<file path="src/rtl/escalonador_comandos.sv">
// ---------------------------------------------------------------------------
// escalonador_comandos
//
// Command scheduler between two requesters (UART receiver and switch panel)
// and the command executor. Requests are arbitrated round-robin into a small
// circular FIFO. Commands are then issued one at a time with an idle gap of
// HOLD cycles after every handshake. Illegal instruction codes are consumed
// but dropped, and they set a sticky error flag.
//
// Handshake semantics (all interfaces): a transfer happens on the rising edge
// where valid and ready are both 1. A requester keeps valid and its payload
// stable until it sees ready. The scheduler holds cmd_valid and the payload
// stable until cmd_ready, and ignores cmd_ready while cmd_valid is 0.
//
// Ports
//   clock, reset_n                 clock; synchronous active-low reset
//   uart_valid/instrucao/dado      UART request      -> uart_ready (grant)
//   sw_valid/instrucao/dado        switch request    -> sw_ready   (grant)
//   cmd_valid/instrucao/dado       command to executor <- cmd_ready
//   nivel                          FIFO occupancy, including the offered head
//   ocupado                        FIFO not empty or output FSM not idle
//   erro                           sticky: an illegal code was dropped
//   estado                         output FSM state (observation only)
// ---------------------------------------------------------------------------
module escalonador_comandos #(
   parameter int DEPTH = 4,
   parameter int HOLD  = 2
) (
   input  logic                       clock,
   input  logic                       reset_n,
   input  logic                       uart_valid,
   input  logic [3:0]                 uart_instrucao,
   input  logic [3:0]                 uart_dado,
   output logic                       uart_ready,
   input  logic                       sw_valid,
   input  logic [3:0]                 sw_instrucao,
   input  logic [3:0]                 sw_dado,
   output logic                       sw_ready,
   output logic                       cmd_valid,
   output logic [3:0]                 cmd_instrucao,
   output logic [3:0]                 cmd_dado,
   input  logic                       cmd_ready,
   output logic [$clog2(DEPTH):0]     nivel,
   output logic                       ocupado,
   output logic                       erro,
   output logic [1:0]                 estado
);

   localparam int AW = $clog2(DEPTH);
   localparam int NW = AW + 1;

   typedef enum logic [1:0] {
      OCIOSO   = 2'd0,
      EMITINDO = 2'd1,
      ESPERA   = 2'd2
   } estado_t;

   estado_t         estado_q, estado_d;
   logic [AW-1:0]   wr_ptr, rd_ptr;
   logic [NW-1:0]   count, count_d;
   logic [7:0]      mem [DEPTH];
   logic [3:0]      hold_cnt;
   logic            prio_sw;        // 0: UART wins a tie, 1: switch wins
   logic            full;
   logic            gnt_u, gnt_s, granted;
   logic [3:0]      sel_instrucao, sel_dado;
   logic            legal, push, illegal;
   logic            load_head, pop;

   // Full is the registered occupancy: a pop on this edge does not free a
   // slot for a push on the same edge.
   assign full = (count == NW'(DEPTH));

   always_comb begin
      gnt_u = 1'b0;
      gnt_s = 1'b0;
      if (reset_n && !full) begin
         if (uart_valid && sw_valid) begin
            if (prio_sw) gnt_s = 1'b1;
            else         gnt_u = 1'b1;
         end else if (uart_valid) begin
            gnt_u = 1'b1;
         end else if (sw_valid) begin
            gnt_s = 1'b1;
         end
      end
   end

   assign granted       = gnt_u | gnt_s;
   assign uart_ready    = gnt_u;
   assign sw_ready      = gnt_s;
   assign sel_instrucao = gnt_s ? sw_instrucao : uart_instrucao;
   assign sel_dado      = gnt_s ? sw_dado      : uart_dado;

   // Legal codes: 1 limpar, 2 carregar, 4 mostrar.
   assign legal   = (sel_instrucao == 4'd1) || (sel_instrucao == 4'd2) ||
                    (sel_instrucao == 4'd4);
   assign push    = granted && legal;
   assign illegal = granted && !legal;

   // Output FSM: next state and control strobes.
   always_comb begin
      estado_d  = estado_q;
      load_head = 1'b0;
      pop       = 1'b0;
      case (estado_q)
         OCIOSO: begin
            if (count != '0) begin
               load_head = 1'b1;
               estado_d  = EMITINDO;
            end
         end
         EMITINDO: begin
            if (cmd_ready) begin
               pop      = 1'b1;
               estado_d = (HOLD > 0) ? ESPERA : OCIOSO;
            end
         end
         ESPERA: begin
            // Leave when the counter steps down to zero on this edge.
            if (hold_cnt <= 4'd1) estado_d = OCIOSO;
         end
         default: estado_d = OCIOSO;
      endcase
   end

   assign count_d = count + NW'(push) - NW'(pop);

   // Storage has no reset; validity is tracked by the pointers and count.
   always_ff @(posedge clock) begin
      if (push) mem[wr_ptr] <= {sel_instrucao, sel_dado};
   end

   always_ff @(posedge clock) begin
      if (!reset_n) begin
         estado_q      <= OCIOSO;
         wr_ptr        <= '0;
         rd_ptr        <= '0;
         count         <= '0;
         prio_sw       <= 1'b0;
         hold_cnt      <= 4'd0;
         cmd_valid     <= 1'b0;
         cmd_instrucao <= 4'd0;
         cmd_dado      <= 4'd0;
         erro          <= 1'b0;
         ocupado       <= 1'b0;
      end else begin
         estado_q <= estado_d;
         count    <= count_d;
         if (push) wr_ptr <= wr_ptr + AW'(1);
         if (pop)  rd_ptr <= rd_ptr + AW'(1);
         // Pointer passes to the other requester after any grant.
         if (granted) prio_sw <= gnt_u;
         if (illegal) erro <= 1'b1;
         if (load_head) begin
            cmd_valid                 <= 1'b1;
            {cmd_instrucao, cmd_dado} <= mem[rd_ptr];
         end else if (pop) begin
            cmd_valid <= 1'b0;
         end
         if (pop)                    hold_cnt <= 4'(HOLD);
         else if (estado_q == ESPERA) hold_cnt <= hold_cnt - 4'd1;
         ocupado <= (count_d != '0) || (estado_d != OCIOSO);
      end
   end

   assign nivel  = count;
   assign estado = estado_q;

endmodule

</file>
<file path="config.mk">
export PLATFORM = sky130hd
export DESIGN_NAME = escalonador_comandos
export DESIGN_NICKNAME = d
export VERILOG_FILES = /design/src/rtl/escalonador_comandos.sv
export SDC_FILE = /design/constraint.sdc
export NUM_CORES = 1
export LEC_CHECK = 0
export ABC_AREA = 1
export CELL_PAD_IN_SITES_DETAIL_PLACEMENT = 1
export CELL_PAD_IN_SITES_GLOBAL_PLACEMENT = 1
export CORE_ASPECT_RATIO = 0.7
export CORE_MARGIN = 2
export CORE_UTILIZATION = 44
export CTS_CLUSTER_SIZE = 8
export DETAILED_ROUTE_END_ITERATION = 7
export GPL_TIMING_DRIVEN = 0
export PLACE_DENSITY = 0.84
export SLEW_MARGIN = 25
export SYNTH_ARGS = -nofsm -noshare
export SYNTH_HDL_FRONTEND = slang
export SYNTH_SLANG_ARGS = --single-unit
</file>
<file path="constraint.sdc">
create_clock -name clock -period 4.6 [get_ports clock]
set_input_delay 0.92 -clock clock [delete_from_list [all_inputs] [get_ports clock]]
set_output_delay 0.92 -clock clock [all_outputs]
set_load 0.005 [all_outputs]
</file>
== Yosys cells after proc, flatten, opt, wreduce, memory -nomap -nowiden ==
Memory sizes are Yosys's and may differ from the RTL's. A register that Yosys moved wholly into a read port is not among the register bits.
Cells that the tools add are included.

* Register bits after elaboration: 17
* Memory bits (writable): 32
* Input port bits: 21
* Memories: 1

* Add/subtract/negate cells: 5
* Order comparisons: 1
* Equality and inequality tests: 6
* Multiplexer cells: 25
* Bitwise logic cells: 2
* Reduce and logical (&&, ||, !) cells: 17

{| class="wikitable"
|+ Memory list
! memory !! depth !! bits a word !! read ports !! clocked after memory_dff !! wr ports !! line !! source
|-
| mem || 4 || 8 || 1 || 1 || 1 || 61 || <nowiki>logic [7:0] mem [DEPTH];</nowiki>
|}

{| class="wikitable"
|+ Operators with widths
! cell !! number
|-
| $mux 1 || 17
|-
| $mux 2 || 5
|-
| $mux 4 || 2
|-
| $pmux 2 s3 || 1
|-
| $reduce_bool 2->1 || 3
|-
| $reduce_bool 3->1 || 2
|-
| $add 2x1->2 const B || 2
|-
| $eq 4x1->1 const B || 1
|-
| $eq 4x2->1 const B || 1
|-
| $eq 4x3->1 const B || 1
|-
| $le 4x1->1 const B || 1
|-
| $logic_and 1x1->1 || 4
|-
| $sub 4x1->4 const B || 1
|-
| $add 3x1->3 || 1
|-
| $eq 3x3->1 const B || 1
|-
| $logic_not 1->1 || 3
|-
| $logic_or 1x1->1 || 3
|-
| $sub 3x1->3 || 1
|-
| $eq 2x1->1 const B || 1
|-
| $eq 2x2->1 const B || 1
|-
| $logic_not 2->1 || 1
|-
| $reduce_or 2->1 || 1
|-
| $not 1->1 || 1
|-
| $or 1x1->1 || 1
|}

== Depth between registers and ports, before layout ==
Gate-level depths: netlist of the first run.

* Depth in word-level cells: 13
* Gate-level depth with buffers: 19

== Worst setup path after synthesis of the first run ==
No wires, ideal clock.

* Path kind: input-to-reg
* Start point: input uart_valid
* End point: register ocupado
* Library setup time: 0.074 ns
* Arrival time: 3.217 ns
* Data required time: 4.526 ns
* Path slack: 1.309 ns
* Cell stages on the path: 17
* Buffers on the path: 1
* Path through: inv_1 > nand2_1 > nand2_2 > nand3_4 > buf_12 > nand2_1 > nand2_1 > a21oi_4 > nand3_4 > ha_1 > inv_1 > ha_1 > fa_1 > xnor2_1 > xor2_1 > nor3_1 > a31oi_1

* Cells in the longest elaborated chain, start to end: 12
* Elaborated cells between the ends (all ways): 19

{| class="wikitable"
|+ Ends and longest elaborated chain
! element !! line !! source
|-
| start, declared || 31 || <nowiki>input logic uart_valid,</nowiki>
|-
| $mux 1 / $logic_and 1x1->1 (equally long branches) || 81, 78 ||
|-
| $mux 1 (*) || 78 || <nowiki>if (uart_valid && sw_valid) begin</nowiki>
|-
| $mux 1 (*) || 77 || <nowiki>if (reset_n && !full) begin</nowiki>
|-
| $mux 4 (*) || 92 || <nowiki>assign sel_instrucao = gnt_s ? sw_instrucao : uart_instrucao;</nowiki>
|-
| net sel_instrucao[3] || 66 || <nowiki>logic [3:0] sel_instrucao, sel_dado;</nowiki>
|-
| $eq 4x1->1 / $eq 4x2->1 (equally long branches) || 96 || <nowiki>assign legal = (sel_instrucao == 4'd1) || (sel_instrucao == 4'd2) ||</nowiki>
|-
| $logic_or 1x1->1 || 96 ||
|-
| $logic_or 1x1->1 (*) || 96 ||
|-
| $logic_and 1x1->1 (*) || 98 || <nowiki>assign push = granted && legal;</nowiki>
|-
| $add 3x1->3 (*) || 127 || <nowiki>assign count_d = count + NW'(push) - NW'(pop);</nowiki>
|-
| $sub 3x1->3 (*) || 127 ||
|-
| $reduce_bool 3->1 (*) || 163 || <nowiki>ocupado <= (count_d != '0) || (estado_d != OCIOSO);</nowiki>
|-
| $logic_or 1x1->1 (*) || 163 ||
|-
| end signal, assigned || 163 ||
|-
| end, declared || 44 || <nowiki>output logic ocupado,</nowiki>
|}

Mark *: on every way through the listed nets, which the timed path passes. The rest lies on a longest branch.
A chain may end at the register's enable or synchronous reset.

== Worst setup path in the final report of the first run ==
* Start point: input sw_valid
* End point: register ocupado

* Cells in the longest elaborated chain, start to end: 13
* Elaborated cells between the ends (all ways): 19

{| class="wikitable"
|+ Ends and longest elaborated chain
! element !! line !! source
|-
| start, declared || 35 || <nowiki>input logic sw_valid,</nowiki>
|-
| $mux 1 || 83 || <nowiki>end else if (sw_valid) begin</nowiki>
|-
| $mux 1 || 81 || <nowiki>end else if (uart_valid) begin</nowiki>
|-
| $mux 1 (*) || 78 ||
|-
| $mux 1 (*) || 77 ||
|-
| $mux 4 (*) || 92 ||
|-
| net sel_instrucao[3] || 66 ||
|-
| $eq 4x1->1 / $eq 4x2->1 (equally long branches) || 96 ||
|-
| $logic_or 1x1->1 || 96 ||
|-
| $logic_or 1x1->1 (*) || 96 ||
|-
| $logic_and 1x1->1 (*) || 98 ||
|-
| $add 3x1->3 (*) || 127 ||
|-
| $sub 3x1->3 (*) || 127 ||
|-
| $reduce_bool 3->1 (*) || 163 ||
|-
| $logic_or 1x1->1 (*) || 163 ||
|}

Marks and branches as above.

==> key figures, run 1 <==
Run status
  – Status: finished, final reports clean

Global route
  – Initial antenna violation count: 0
  – First-pass GRT wire length: 10730 um
  – Busiest grt layer: met2
  – GRT Overall Usage: a little under a quarter
  – Met1 Use GR: 27.80%
  – Vias in the first global route: roughly 2200
  – Largest net degree at the start of global routing: 11
  – Met3 global-route usage: between 7 and 8%
  – Met2 GRT Util: 39.70%
  – Overflow after GRT: 0

Critical path
  – RR Endpoint: ocupado$_SDFF_PN0_
  – Worst Setup End Kind: register
  – Flop2flop setup slack: 1380 ps
  – Worst Path Class, Setup: in -> reg
  – Critical-path maximum fanout: 10
  – WP data arrival: 4070 ps
  – Reg2reg path depth: 16
  – Critical path launch point type: primary input
  – Worst Path Required: 4810 ps
  – Reg2reg start: nivel[1]$_SDFF_PN0_

Min path
  – Hold WC Path Type: reg -> reg
  – Hold Crit Depth: 2
  – Hold_sp: erro$_SDFFE_PN0P_
  – Hold Path End: erro$_SDFFE_PN0P_

Synth
  – Post-synth top area share: between 30% and 40%
  – Yosys top cell by area: edfxtp_1
  – Avg Cell Area, Syn: around 9.3 um^2
  – Post-synthesis sequential area ratio: 56.81%
  – Post-synthesis cell type count: 28
  – Synth area leaders: edfxtp_1, dfxtp_1, nor2_1
  – Cell count after synthesis: 276
  – Number of synthesized register bits: 57
  – Synth Warn #: 0
  – Net Count, Synth: 306
  – Mapped Area: 0.002572 mm^2

Layout
  – Util after Layout: 56.96%
  – Ant diodes: 0
  – Area delta synth->final: 26.17%
  – Share of cells above drive strength 1: a little under 10%
  – Layout filler cell count: roughly 660
  – Commonest non-fill, non-tap cell in the layout: nor2_1
  – Most frequent cells in the layout: nor2_1, nand2_1, clkdlybuf4s50_1
  – Nets@finish: 355
  – Final Cell Area: 0.003246 mm^2

Timing
  – Worst Tran Pin Value: 752.3 ps
  – Clock Skews: between 10 and 15 ps
  – Peak Freq: about 260 MHz
  – Fin. Hold Viols: 0
  – Hold_ws: 477.1 ps
  – Final period util: 83.93%
  – Max-slew headroom: 49.66%
  – Max Slew Vio Count: 0
  – Final TNS setup: 0 ps
  – # setup viols final: 0
  – RSZ-0062 raised after global routing: false
  – Worst Slack Setup Final: about 740 ps
  – Minimum clock period: 3861 ps

Route
  – DRT Pass-1 Iters: 4
  – Final wirelength: 6702 um
  – DR DRC count: 0
  – Post-route ant nets: 0
  – Via Count: around 2100
  – DR WL/cell: approximately 17 um
  – DR vias/cell: around 5.1
  – Initial drt markers: 126

Power and ir drop
  – P_int: roughly 1100 uW
  – NetSw: 548.5 uW
  – Worst vdd ir: 0.0001702 V
  – Sw Share: 32.34%
  – Pleak: approximately 0.0013 uW
  – Pwr per Cell Area: 522.7 mW/mm^2
  – Gate power share: 32.0%
  – Register share of total power: 40.2%
  – Clock power frac: 27.8%

CTS
  – Number of gates resized after cts: 0
  – Setup bufs post-CTS: 0
  – CTS tree: done
  – Clock Sinks: 57
  – Max clock buf depth: 2
  – Worst skew pair latency: 340 ps
  – Htree depth: 3
  – Total CTS buffers: 9
  – Worst-path clk slew: approximately 70 ps
  – Hold Buf Count CTS: 0
  – Clock Root Buffer: clkbuf_8

Floorplan
  – Die height: 67.98 um
  – Die X: ~95 um
  – # rows: 23
  – Die ar.: 0.006484 mm^2
  – # IOs: 39
  – Core Box Area: 0.005698 mm^2
  – Starting Density: 45.15%

Place
  – Area of placed instances: 0.003047 mm^2
  – Setup Slack @ Placement: 438.5 ps
  – Global placement routability congestion: 0.7952
  – Port Buf Inserts: 38
  – Dpl hpwl: 4717 um

Run
  – Max Cap Viol: 0
==> worst max path at each step <==
| stage | depth (start not counted) | startpoint | end | slack (ps) |
|---|---|---|---|---|
| finish | 17 | sw_valid | ocupado$_SDFF_PN0_ | 740 |
| global route | 17 | sw_valid | ocupado$_SDFF_PN0_ | 500 |
| CTS | 17 | sw_valid | ocupado$_SDFF_PN0_ | 730 |
| detailed placement | 17 | sw_valid | ocupado$_SDFF_PN0_ | 440 |
| global placement | 17 | sw_valid | ocupado$_SDFF_PN0_ | 540 |
| floorplan | 17 | uart_valid | ocupado$_SDFF_PN0_ | 1310 |
==> cell families (layout without fill, tap and decap cells) <==
logic type / Yosys count / count (layout) / synth area share (%)
and+or+nand+nor: 115 / 115 / 20.14
DFF: 57 / 57 / 56.81
AOI/OAI and AO/OA: 47 / 47 / 10.26
buffers and inverters: 46 / 100 / 7.441
adders and majority gates: 9 / 9 / 4.669
xor gates and xnor gates: 2 / 2 / 0.6811
==> power groups by stage <==
stage / Clock, uW / Sequential (uW) / Combinational (uW)
finish: 471 / 682 / 543
global route: 498 / 690 / 608
CTS: 474 / 682 / 547
detailed placement: 0 / 692 / 538
global placement: 0 / 686 / 512
floorplan: 0 / 686 / 291
==> sequential cells by signal, summed over array words and instances (netlist names), 2 cells and up <==
name,count
cmd_dado,4
cmd_instrucao,4
estado,2
hold_cnt,4
mem,32
nivel,3
rd_ptr,2
wr_ptr,2
==> metal layers <==
layer,routed length (um),vias to the layer above,part of all wire [%]
met4,56,0,0.84
met2,3274,63,49
met3,410,6,6.1
li1,-,1007,-
met1,2960,1009,44
met5,0,-,0
==> worst max-delay path: stages <==
cell and delay [ps]:
clkdlybuf4s50_1 480, nand2_1 80, nand2_2 130, nand3_4 110, buf_12 160, nand2_1 60, nand2_1 200, a21oi_4 250
nand3_4 150, ha_1 310, inv_1 40, ha_1 180, fa_1 390, xnor2_1 150, xor2_1 160, nor3_1 190
a31oi_1 110
==> cells in the mapped netlist, drive strengths merged <==
master / instances
nor3: 3
buf: 3
nand2: 49
inv: 37
xor2: 1
clkbuf: 5
o211ai: 1
o311ai: 1
nand4: 7
a21oi: 8
nand3: 4
nor2: 51
o21ai: 28
xnor2: 1
fa: 1
clkinv: 1
edfxtp: 32
dfxtp: 25
a31oi: 9
nor4: 1
ha: 8
==> per-stage QoR <==
stage	total power, uW	cells
floorplan	977.5	276
global placement	1198	389
detailed placement	1229	389
CTS	1704	405
global route	1796	405
finish	1696	405
==> area by class of cell <==
class	count	area [um^2]	area share, %
repair buffers	38	380.4	11.72
clock inverters	3	40.04	1.234
inverters	38	142.6	4.395
well taps	75	93.84	2.891
clock buffers	13	158.9	4.896
flip-flops and latches	57	1461	45.03
plain buffers	8	48.80	1.503
multi-input cells	173	919.6	28.33
(Power assumes the default switching activity.)
==> run 2, diff against run 1 <==
--- a/config.mk
+++ b/config.mk
@@ -10,11 +10,11 @@
 export CELL_PAD_IN_SITES_GLOBAL_PLACEMENT = 1
 export CORE_ASPECT_RATIO = 0.7
 export CORE_MARGIN = 2
-export CORE_UTILIZATION = 44
+export CORE_UTILIZATION = 41
 export CTS_CLUSTER_SIZE = 8
 export DETAILED_ROUTE_END_ITERATION = 7
 export GPL_TIMING_DRIVEN = 0
-export PLACE_DENSITY = 0.84
+export PLACE_DENSITY = 0.79
 export SLEW_MARGIN = 25
 export SYNTH_ARGS = -nofsm -noshare
 export SYNTH_HDL_FRONTEND = slang
==> constraint.sdc (replaced) <==
create_clock -name clock -period 3.85 [get_ports clock]
set_input_delay 0.77 -clock clock [delete_from_list [all_inputs] [get_ports clock]]
set_output_delay 0.77 -clock clock [all_outputs]
set_load 0.005 [all_outputs]
==> run 2 against run 1 <==
  * Combinational power grew 27%
  * Via count is 3.1% lower
  * Sequential share of layout area decreased by 0.53 points
  * First-iteration DRC count fell by 45%
  * Flip-flop and latch count unchanged
  * Worst setup slack worse by 640 ps
  * Utilization decreased by 3.6 points
  * Critical path type unchanged
==> key figures, run 2 (synthesized netlist as in run 1, its figures left out) <==
Layout
  – Most flops, register: mem
  – Cell Count, Final, Fillers Out: 410 (+1.2%)
  – Max reg flops: 32 (unchanged)
  – Most frequent cells in the layout: nor2_1, nand2_1, clkdlybuf4s50_1
  – Commonest non-fill, non-tap cell in the layout: nor2_1
  – Area delta synth->final: 27.68%
  – Final Cell Area: 0.003284 mm^2 (+1.2%)
  – Share of cells above drive strength 1: 11.45% (+1.7 points)
  – Layout filler cell count: 715 (+8.0%)
  – Nets@finish: 357 (+0.56%)
  – Ant diodes: 0 (unchanged)

Floorplan
  – # rows: 24 (+4.3%)
  – Core Box Area: 0.006156 mm^2 (+8.0%)
  – Die X: 98.68 um (+3.4%)
  – # IOs: 39 (unchanged)
  – Die height: 70.27 um (+3.4%)
  – Die ar.: 0.006934 mm^2 (+6.9%)
  – Starting Density: 41.79% (-3.4 points)

Timing
  – Worst Slack Setup Final: 97.40 ps (-641.9 ps)
  – Worst Tran Pin Value: 786.0 ps (+33.69 ps)
  – Max Slew Vio Count: 0 (unchanged)
  – Minimum clock period: 3753 ps
  – Final period util: 97.47%
  – # setup viols final: 0 (unchanged)
  – Clock Skews: 5.598 ps (-5.218 ps)
  – Max-slew headroom: 47.41% (-2.3 points)
  – Final TNS setup: 0 ps (unchanged)
  – Peak Freq: 266.5 MHz
  – Fin. Hold Viols: 0 (unchanged)

CTS
  – Total CTS buffers: 9 (unchanged)
  – Clock Root Buffer: clkbuf_8
  – Max clock buf depth: 2 (unchanged)
  – Worst-path clk slew: 60 ps (about the same)
  – Htree depth: 3 (unchanged)
  – Worst skew pair latency: 330 ps (about the same)
  – Clock Sinks: 57 (unchanged)
  – CTS tree: done

Route
  – DR WL/cell: 16.10 um (-2.7%)
  – Via Count: 2020 (-3.1%)
  – DRT Pass-1 Iters: 4 (unchanged)
  – DR DRC count: 0 (unchanged)
  – Post-route ant nets: 0 (unchanged)
  – DR vias/cell: 4.927 (-4.3%)
  – Initial drt markers: 69 (-45%)
  – Final wirelength: 6601 um (-1.5%)

Critical path
  – Cell mode on critical path: nand2_2
  – Critical path cell sequence: clkdlybuf4s50_1 -> nand2_1 -> nand2_2 -> nand3_4 -> inv_2 -> nand2_1 -> nand2_2 -> inv_1 -> nand2_2 -> nand3_4 -> ha_1 -> inv_1 -> ha_1 -> fa_1 -> xnor2_1 -> xor2_1 -> nor3_2 -> a31oi_1
  – Reg2reg path depth: 17 (+1)
  – Worst Setup End Kind: register
  – Critical path's largest stage delay: 480 ps (about the same)
  – CP max-delay cell: clkdlybuf4s50_1
  – Worst Path Class, Setup: in -> reg
  – Flop2flop setup slack: 590 ps (-790 ps)
  – Worst Path Required: 4100 ps (-710 ps)
  – WP data arrival: 4010 ps (-60 ps)
  – Critical-path maximum fanout: 7 (-3)
  – Critical path launch point type: primary input
  – Reg2reg start: nivel[1]$_SDFF_PN0_
  – RR Endpoint: ocupado$_SDFF_PN0_

Place
  – Port Buf Inserts: 38 (unchanged)
  – Global placement routability congestion: 0.7729 (-2.8%)
  – Area of placed instances: 0.003050 mm^2 (+0.12%)
  – Setup Slack @ Placement: -205.7 ps (-644.2 ps)
  – Post-Place Cells: 392 (+0.77%)
  – Dpl hpwl: 4777 um (+1.3%)

Power and ir drop
  – Pleak: 0.001344 uW (+1.5%)
  – Pwr per Cell Area: 632.8 mW/mm^2 (+21%)
  – Worst vdd ir: 0.0002002 V (+18%)

Global route
  – GRT Overall Usage: 20.70% (-2.2 points)
  – Largest net degree at the start of global routing: 11 (unchanged)
  – Vias in the first global route: 2201 (+1.4%)
  – First-pass GRT wire length: 10970 um (+2.3%)
  – Initial antenna violation count: 0 (unchanged)
  – Overflow after GRT: 0 (unchanged)

Min path
  – Hold Path End: prio_sw$_SDFFE_PN0P_
  – Hold Crit Depth: 2 (unchanged)
  – Hold_sp: prio_sw$_SDFFE_PN0P_
  – Hold WC Path Type: reg -> reg

Run
  – Max Cap Viol: 0 (unchanged)

Run status
  – Status: finished, final reports clean
[run 2: cell types whose count changed in the layout (fill, tap and decap cells not counted), sizes merged]
cell	change
clkinv	-1
clkbuf	+2
buf	+2
bufinv	-1
[run 2: power by group]
part	internal [uW]	switching (uW)
Sequential	753	63.1
Clock	338	233
Combinational	307	384
Total	1400	680
[run 2: worst max path at each step]
stage,slack (ps),endpoint,startpoint
finish,100,ocupado$_SDFF_PN0_,sw_valid
global placement,-60,ocupado$_SDFF_PN0_,sw_valid
floorplan,710,ocupado$_SDFF_PN0_,uart_valid
CTS,90,ocupado$_SDFF_PN0_,sw_valid
detailed placement,-210,ocupado$_SDFF_PN0_,sw_valid
global route,-140,ocupado$_SDFF_PN0_,sw_valid
[run 2: per-layer routing]
layer	wire, um	GRT usage (%)	vias to the layer above	part of all wire (%)
met5	0	0	-	0
met1	3169	26.53	954	48
li1	-	-	1012	-
met2	3094	33.79	42	47
met3	234	5.506	12	3.5
met4	102	7.763	0	1.5
[run 2: stage by stage]
stage / hold slack (ps) / util (%) / power (uW)
2_1_floorplan: 443.5 / - / 1168
3_5_place_dp: 461.0 / 49.55 / 1480
4_1_cts: 470.6 / 52.99 / 2054
6_report: 467.5 / 53.35 / 2079
3_3_place_gp: 459.8 / 49.55 / 1441
5_1_grt: 491.9 / 53.35 / 2206
[run 2: critical path, delay by kind of cell]
family,cells,cell delay (ps)
AOI/OAI and AO/OA,1,180
xor gates and xnor gates,2,510
adders and majority gates,3,910
buffers and inverters,4,720
and+or+nand+nor,8,900
[run 2: layout make-up]
class / count / area, um^2 / share of cell area (%)
flip-flops and latches: 57 / 1461 / 44.50
repair buffers: 40 / 395.4 / 12.04
inverters: 38 / 142.6 / 4.343
well taps: 78 / 97.59 / 2.971
plain buffers: 8 / 48.80 / 1.486
multi-input cells: 173 / 927.1 / 28.23
clock inverters: 1 / 5.005 / 0.1524
clock buffers: 15 / 206.4 / 6.286
[run 2: repair_timing]
action,CTS,global route
hold buffers,0,0
endpoints found under the setup margin,0,1
buffers inserted,0,2
gates resized for setup,0,2
